File: config.mk
export PLATFORM = sky130hd
export DESIGN_NAME = reg_file
export DESIGN_NICKNAME = d
export VERILOG_FILES = /design/src/rtl/reg_file.sv
export SDC_FILE = /design/constraint.sdc
export NUM_CORES = 2
export LEC_CHECK = 0
export CAP_MARGIN = 5
export CORE_MARGIN = 5
export CORE_UTILIZATION = 45
export CTS_CLUSTER_SIZE = 30
export DETAILED_ROUTE_END_ITERATION = 7
export RECOVER_POWER = 25
export SETUP_SLACK_MARGIN = 0.02
export SYNTH_ARGS = -nofsm -noshare
export SYNTH_HDL_FRONTEND = slang
export SYNTH_SLANG_ARGS = --single-unit
File: constraint.sdc
create_clock -name clk -period 5.7 [get_ports clk]
set_clock_uncertainty 0.15 [all_clocks]
set_input_delay 1.425 -clock clk [delete_from_list [all_inputs] [get_ports clk]]
set_output_delay 1.425 -clock clk [all_outputs]
set_load 0.02 [all_outputs]
File: src/rtl/reg_file.sv
// Architectural register file with per-register rename tags, sitting between
// the dispatcher (rename/read) and the reorder buffer commit port.
module reg_file #(
  parameter int REG_NUM   = 32,
  parameter int ROB_WIDTH = 4
) (
  input  logic                 clk,
  input  logic                 rst,
  input  logic                 rdy,
  input  logic                 issue_en,
  input  logic [4:0]           issue_rd,
  input  logic [ROB_WIDTH-1:0] issue_rob_id,
  input  logic [4:0]           rs1,
  input  logic [4:0]           rs2,
  output logic [31:0]          rs1_val,
  output logic                 rs1_busy,
  output logic [ROB_WIDTH-1:0] rs1_dep,
  output logic [31:0]          rs2_val,
  output logic                 rs2_busy,
  output logic [ROB_WIDTH-1:0] rs2_dep,
  input  logic                 commit_en,
  input  logic [4:0]           commit_rd,
  input  logic [31:0]          commit_val,
  input  logic [ROB_WIDTH-1:0] commit_rob_id,
  input  logic                 clear
);

  logic [31:0]          val_q  [REG_NUM];
  logic [31:0]          val_d  [REG_NUM];
  logic [ROB_WIDTH-1:0] tag_q  [REG_NUM];
  logic [ROB_WIDTH-1:0] tag_d  [REG_NUM];
  logic [REG_NUM-1:0]   busy_q;
  logic [REG_NUM-1:0]   busy_d;

  logic commit_wr;
  logic issue_wr;

  assign commit_wr = rdy && commit_en && (commit_rd != 5'd0);
  assign issue_wr  = rdy && issue_en && (issue_rd != 5'd0) && !clear;

  // Commit is applied first so that a same-cycle issue to the same register
  // overrides busy/tag while the committed value still lands in val.
  always_comb begin
    // NOTE: every always_comb output gets a default first so no latch is inferred.
    val_d  = val_q;
    tag_d  = tag_q;
    busy_d = busy_q;
    if (commit_wr) begin
      val_d[commit_rd] = commit_val;
      if (tag_q[commit_rd] == commit_rob_id) begin
        busy_d[commit_rd] = 1'b0;
      end
    end
    if (rdy && clear) begin
      busy_d = '0;
      for (int i = 0; i < REG_NUM; i++) begin
        tag_d[i] = '0;
      end
    end else if (issue_wr) begin
      busy_d[issue_rd] = 1'b1;
      tag_d[issue_rd]  = issue_rob_id;
    end
  end

  always_ff @(posedge clk) begin
    // NOTE: the value array is reset too, because software may read any register
    // before writing it and expects zero; state uses non-blocking assignments only.
    if (!rst) begin
      val_q  <= '{default: '0};
      tag_q  <= '{default: '0};
      busy_q <= '0;
    end else begin
      val_q  <= val_d;
      tag_q  <= tag_d;
      busy_q <= busy_d;
    end
  end

  // Reads see pre-edge state plus a bypass from a matching commit in flight.
  always_comb begin
    rs1_val  = val_q[rs1];
    rs1_busy = 1'b0;
    rs1_dep  = '0;
    if (rs1 == 5'd0) begin
      rs1_val = '0;
    end else if (busy_q[rs1]) begin
      if (commit_en && (commit_rd == rs1) && (commit_rob_id == tag_q[rs1])) begin
        rs1_val = commit_val;
      end else begin
        rs1_busy = 1'b1;
        rs1_dep  = tag_q[rs1];
      end
    end
  end

  always_comb begin
    rs2_val  = val_q[rs2];
    rs2_busy = 1'b0;
    rs2_dep  = '0;
    if (rs2 == 5'd0) begin
      rs2_val = '0;
    end else if (busy_q[rs2]) begin
      if (commit_en && (commit_rd == rs2) && (commit_rob_id == tag_q[rs2])) begin
        rs2_val = commit_val;
      end else begin
        rs2_busy = 1'b1;
        rs2_dep  = tag_q[rs2];
      end
    end
  end

endmodule

* Word level (Yosys, flattened, before mapping)
Index checks and enable logic that the tools add are counted.
** Storage, ports and cells
- Bits in registers :: 1184
- Latch bits :: 0
- RAM bits :: 0
- Bits in read-only memories :: 0
- Input port bits :: 66
- Output and inout bits :: 74
- Logic and storage cells :: 160
- Memories kept :: 0
** Cells by class
- $add $sub $neg :: 0
- Multipliers :: 0
- Div/mod/pow operators :: 0
- $lt $le $gt $ge :: 12
- Eq/ne operators :: 5
- Shift-type cells :: 0
- Mux-type cells :: 50
- Bitwise gates (word level) :: 8
- Reduce and logical (&&, ||, !) cells :: 20
** Operators by type and width (number)
- $bwmux W1024 :: 1
- $mux W32 :: 14
- $bmux W32 S5 :: 2
- $demux W32 S5 :: 1
- $bwmux W128 :: 1
- $bmux W4 S5 :: 3
- $mux W4 :: 13
- $and A32 B32 Y32 :: 1
- $not A32 Y32 :: 1
- $or A32 B32 Y32 :: 1
- $ge A6 B6 Y1 const B :: 4
- $lt A5 B6 Y1 const B :: 4
- $not A5 Y6 :: 4
- $demux W4 S5 :: 1
- $logic_and A1 B1 Y1 :: 14
- $eq A4 B4 Y1 :: 3
- $lt A6 B1 Y1 const B :: 2
- $bmux W1 S5 :: 2
- $demux W1 S5 :: 2
- $eq A5 B5 Y1 :: 2
- $ge A5 B1 Y1 const B :: 2
- $logic_not A5 Y1 :: 2
- $mux W1 :: 10
- $reduce_bool A5 Y1 :: 2
- other kinds (3) :: 3

* Longest topological paths before layout
- Depth in word-level cells :: 10
- Mapped depth :: 13

* Least setup slack after synthesis
Ideal clock, no wire load.
- Path kind :: in2out
- From :: in rs2[1]
- To :: out rs2_val[17]
- Arrival :: 3.859 ns
- Data required time :: 4.125 ns
- Setup slack :: 0.266 ns
- Cell stages on the path :: 9
- Path through :: buf_2 -> buf_2 -> buf_2 -> buf_2 -> buf_1 -> mux4_2 -> mux4_2 -> o211ai_1 -> mux2i_1
** On the way
- Longest elaborated chain between the ends :: 9
- Elaborated cells on any way between the ends :: 17
- Classes of those cells :: 2 x eq/ne; 11 x mux; 1 x bitwise; 3 x reduce/logical
** RTL lines
- from (decl) :: RTL line 14 : input logic [4:0] rs2,
- $not A5 Y6 (not written as such) :: RTL line 97, 103
- $bmux W4 S5 :: RTL line 103 : if (commit_en && (commit_rd == rs2) && (commit_rob_id == tag_q[rs2])) begin
- $mux W4 (not written as such) (2 in a row) :: RTL line 103
- $eq A4 B4 Y1 :: RTL line 103
- $logic_and A1 B1 Y1 :: RTL line 103
- $mux W32 :: RTL line 103
- $mux W32 :: RTL line 102 : end else if (busy_q[rs2]) begin
- $mux W32 * :: RTL line 100 : if (rs2 == 5'd0) begin
- to (decl) :: RTL line 18 : output logic [31:0] rs2_val,
Every way passes the cells marked *; elsewhere a longest branch is shown, timed or not. The select of a mux whose other input is x is not followed.

* Final worst setup path
- From :: in rs1[0]
- To :: out rs1_val[20]
** On the way
- Longest elaborated chain between the ends :: 9
- Elaborated cells on any way between the ends :: 17
- Classes of those cells :: 2 x eq/ne; 11 x mux; 1 x bitwise; 3 x reduce/logical
** RTL lines
- from (decl) :: RTL line 13 : input logic [4:0] rs1,
- $not A5 Y6 (not written as such) :: RTL line 81, 87
- $bmux W4 S5 :: RTL line 87 : if (commit_en && (commit_rd == rs1) && (commit_rob_id == tag_q[rs1])) begin
- $mux W4 (not written as such) (2 in a row) :: RTL line 87
- $eq A4 B4 Y1 :: RTL line 87
- $logic_and A1 B1 Y1 :: RTL line 87
- $mux W32 :: RTL line 87
- $mux W32 :: RTL line 86 : end else if (busy_q[rs1]) begin
- $mux W32 * :: RTL line 84 : if (rs1 == 5'd0) begin
- to (decl) :: RTL line 15 : output logic [31:0] rs1_val,
Marked as above.

==> parameters.txt <==
Parameter                              Value

Place
  Pre-CTS setup slack ... -0.6405 ns
  Number of I/O port buffers ... 139
  Placed wire-length estimate ... 151200 um
  DP Area ... 69750 um^2
  Final weighted congestion in routability-driven placement ... 0.9395

Synthesis
  Post-synthesis instance area ... 64850 um^2
  Top-area cell type share of the netlist area ... 36.55%
  Post-synthesis instance total ... 6708
  Async set or reset register ratio after synthesis ... 0%
  Synth top cells by count ... nand2_1 (2135), dfxtp_1 (1184), a21boi_0 (956)
  Average instance area after synthesis ... 9.668 um^2
  Area leader, netlist ... dfxtp_1
  Synthesis-stage register bit count ... 1184
  Count of unique library cells instantiated by Yosys ... 57
  YS warnings ... 0
  Top area cells in the synthesized netlist ... dfxtp_1 (37%), mux4_2 (24%), nand2_1 (12%)
  Cell with the most instances after synthesis ... nand2_1
  Main flop type after synthesis ... dfxtp_1
  EDFF count, synth ... 0
  Post-synth net total ... 6774
  Sequential fraction of the synthesis area ... 36.55%

Clock network
  Clock Pin Slew Worst Setup and Hold Paths ... 0.06 ns
  H-tree Lvls ... 4
  Number of clock buffers inserted by TritonCTS ... 135
  Buffer cell driving the clock tree root ... clkbuf_16
  Worst-Skew Late Latency ... 0.78 ns
  CTS Sinks ... 1184
  Deepest clock path buffer count ... 3
  Clock tree from TritonCTS ... yes

Run status
  Violations in the final reports ... capacitance limit, slew limit, setup timing
  Result of the run ... complete, but fails checks

Route
  Antenna Violating Nets Remaining ... 0
  Number of remaining DRC errors ... 0
  Met2 WL ... 111900 um
  Initial drt markers ... 7237
  WL met3 ... 33110 um
  DR WL/cell ... 29.63 um
  Top layer in use ... met5
  Via density ... 6.312
  Total length of routed wires ... 260100 um
  Overall via count from detail_route ... 55400
  Routed length on met1 ... 101800 um
  Count of TritonRoute iterations in the first routing pass ... 6

Finish
  Fraction of final layout cells with drive strength greater than 1 ... 23.87%
  Filler cell count in the final layout ... 12590
  Post-route cell area ... 76480 um^2
  Final-stage net count ... 6827
  Area Growth Syn to Fin ... 17.93%

Pwr
  IR drop worst, VDD ... 0.1933 mV
  Leakage dissipation ... 25.81 nW
  Power density relative to cell area ... 251.5 nW/um^2

Floorplanning
  Vert. Die Dim ... 389.6 um
  Placeable core region ... 143500 um^2
  Initial core utilization ... 45.20%
  Boundary Pins ... 140
  Total number of placement rows ... 139
  Width of the die ... 389.6 um
  Die ar. ... 151800 um^2

STA
  Worst relative slew slack ... -72.88%
  Final worst path period need ... 5.838 ns
  Max frequency ... 171.3 MHz
  Number of failing setup endpoints in the final timing report ... 21
  Slew at the pin with the worst max-slew slack ... 2.593 ns
  Final hold vios ... 0
  Final period utilization ... 102.4%
  Final hold slack ... 0.3168 ns
  RSZ-0062 raised after global routing ... yes
  Number of slew-limit violations in the final report ... 1112
  Final-layout setup total negative slack ... -1.124 ns
  Least setup slack across all paths after layout ... -0.1382 ns

Setup path
  Worst path cell trace ... buf_12 > buf_12 > mux4_1 > mux4_2 > mux2_2 > nor2b_4 > buf_12 > buf_16 > buf_16 > buf_6 > mux2_4 > buf_6
  Arrival time reported for the critical path endpoint ... 4.26 ns
  Max Fanout on Critical Path ... 19
  Crit path required time ... 4.12 ns
  Worst path max stage delay ... 0.55 ns
  Cell mode on critical path ... buf_12
  Setup crit start kind ... primary input
  WS Path Type ... primary input to primary output
  Critical-path cell with the highest stage delay ... mux4_1
  Endpoint type of the worst setup path ... primary output

Worst hold path
  Hold Crit Class ... register to register

Global route
  Overall overflow remaining after global route ... 0
  First-pass GRT wire length ... 372500 um
  Via count of the first global-routing pass ... 52970
  Number of antenna violations at the first check in global routing ... 22
  Maximum number of pins on one net before global-route repair ... 238
  All-Layer GR Usage ... 33.29%

Run
  Number of max-cap violations ... 10
-- where the power goes --
| part | leakage [nW] | internal, W | switching [W] |
|---|---|---|---|
| Sequential | 9.54 | 0.00830 | 0.0000226 |
| Combinational | 14.0 | 0.000753 | 0.00106 |
| Clock | 2.26 | 0.00531 | 0.00378 |
| Total | 25.8 | 0.0144 | 0.00487 |
-- sequential cells by signal, summed over array words and instances, names as in the netlist --
name    count
busy_q     32
tag_q     128
val_q    1024
-- per-layer routing --
metal | up-vias | global-route usage (%)
met1 | 27540 | 45.38
li1 | 23680 | -
met4 | 14 | 14.78
met5 | - | 0
met3 | 751 | 9.857
met2 | 3419 | 49.17
-- logic make-up (layout without fill, tap and decap cells) --
logic type / after synthesis / after routing / synth area share, %
AOI/OAI and AO/OA: 1207 / 1207 / 13.53
and+or+nand+nor: 2579 / 2579 / 15.89
muxes: 992 / 992 / 29.19
buffers and inverters: 729 / 883 / 4.609
xor gates and xnor gates: 17 / 17 / 0.2296
other: 0 / 12 / 0
DFF: 1184 / 1184 / 36.55
-- layout by cell type (no fill, tap or decap), types with 15 or more instances in the layout --
master	n
and3_1	16
a22oi_1	35
clkdlybuf4s50_1	52
buf_12	74
nand2_2	31
nand2b_1	36
inv_1	22
nor2b_1	46
dfxtp_1	1184
mux2i_1	232
nand3_1	57
clkinv_2	21
buf_6	63
nor2_4	28
mux4_2	704
mux2_4	32
nor2_1	155
clkbuf_16	141
and2_1	29
o211ai_1	32
a21boi_1	36
buf_4	351
clkbuf_8	33
a21oi_1	83
o21ai_0	31
nand4_1	15
buf_16	29
clkbuf_1	25
nand2_1	2104
a21boi_0	956
clkbuf_2	19
-- critical path, delay by kind of cell --
kind | cells | cell delay [ns]
and+or+nand+nor | 1 | 0.14
muxes | 4 | 1.60
buffers and inverters | 7 | 1.05
-- layout make-up --
cell class / instances / area (um^2) / area share [%]
Sequential cell: 1184 / 23700 / 30.99
Clock inverter: 45 / 604.3 / 0.7902
Inverter: 23 / 86.33 / 0.1129
Timing Repair Buffer: 622 / 6812 / 8.906
Tap cell: 1903 / 2381 / 3.113
Antenna cell: 12 / 30.03 / 0.03926
Multi-Input combinational cell: 4795 / 38870 / 50.83
Clock buffer: 193 / 3990 / 5.217
-- final timing paths --
kind,from,endpoint,slack [ns],cells after the start
setup reg to reg,tag_q[34],busy_q[30],3.09,8
hold / removal,val_q[491],val_q[491],0.32,2
hold reg to reg,val_q[491],val_q[491],0.32,2
setup / recovery,rs1[0],rs1_val[20],-0.14,12
-- stage by stage --
stage | total power, W | cells | util [%]
6_report | 0.01924 | 8777 | 53.30
4_1_cts | 0.01922 | 8744 | 53.13
3_5_place_dp | 0.01011 | 8425 | 48.61
5_1_grt | 0.01968 | 8765 | 53.28
2_1_floorplan | 0.009475 | 6708 | -
3_3_place_gp | 0.01011 | 8425 | 48.61
-- what timing repair did --
action,4_1_cts,5_1_grt
resized for setup,372,86
endpoints found under the setup margin,74,73
pin swaps,25,22
hold buffers,0,0
buffers inserted,60,23
cloned,22,3
Power figures use the tool's default switching activity.
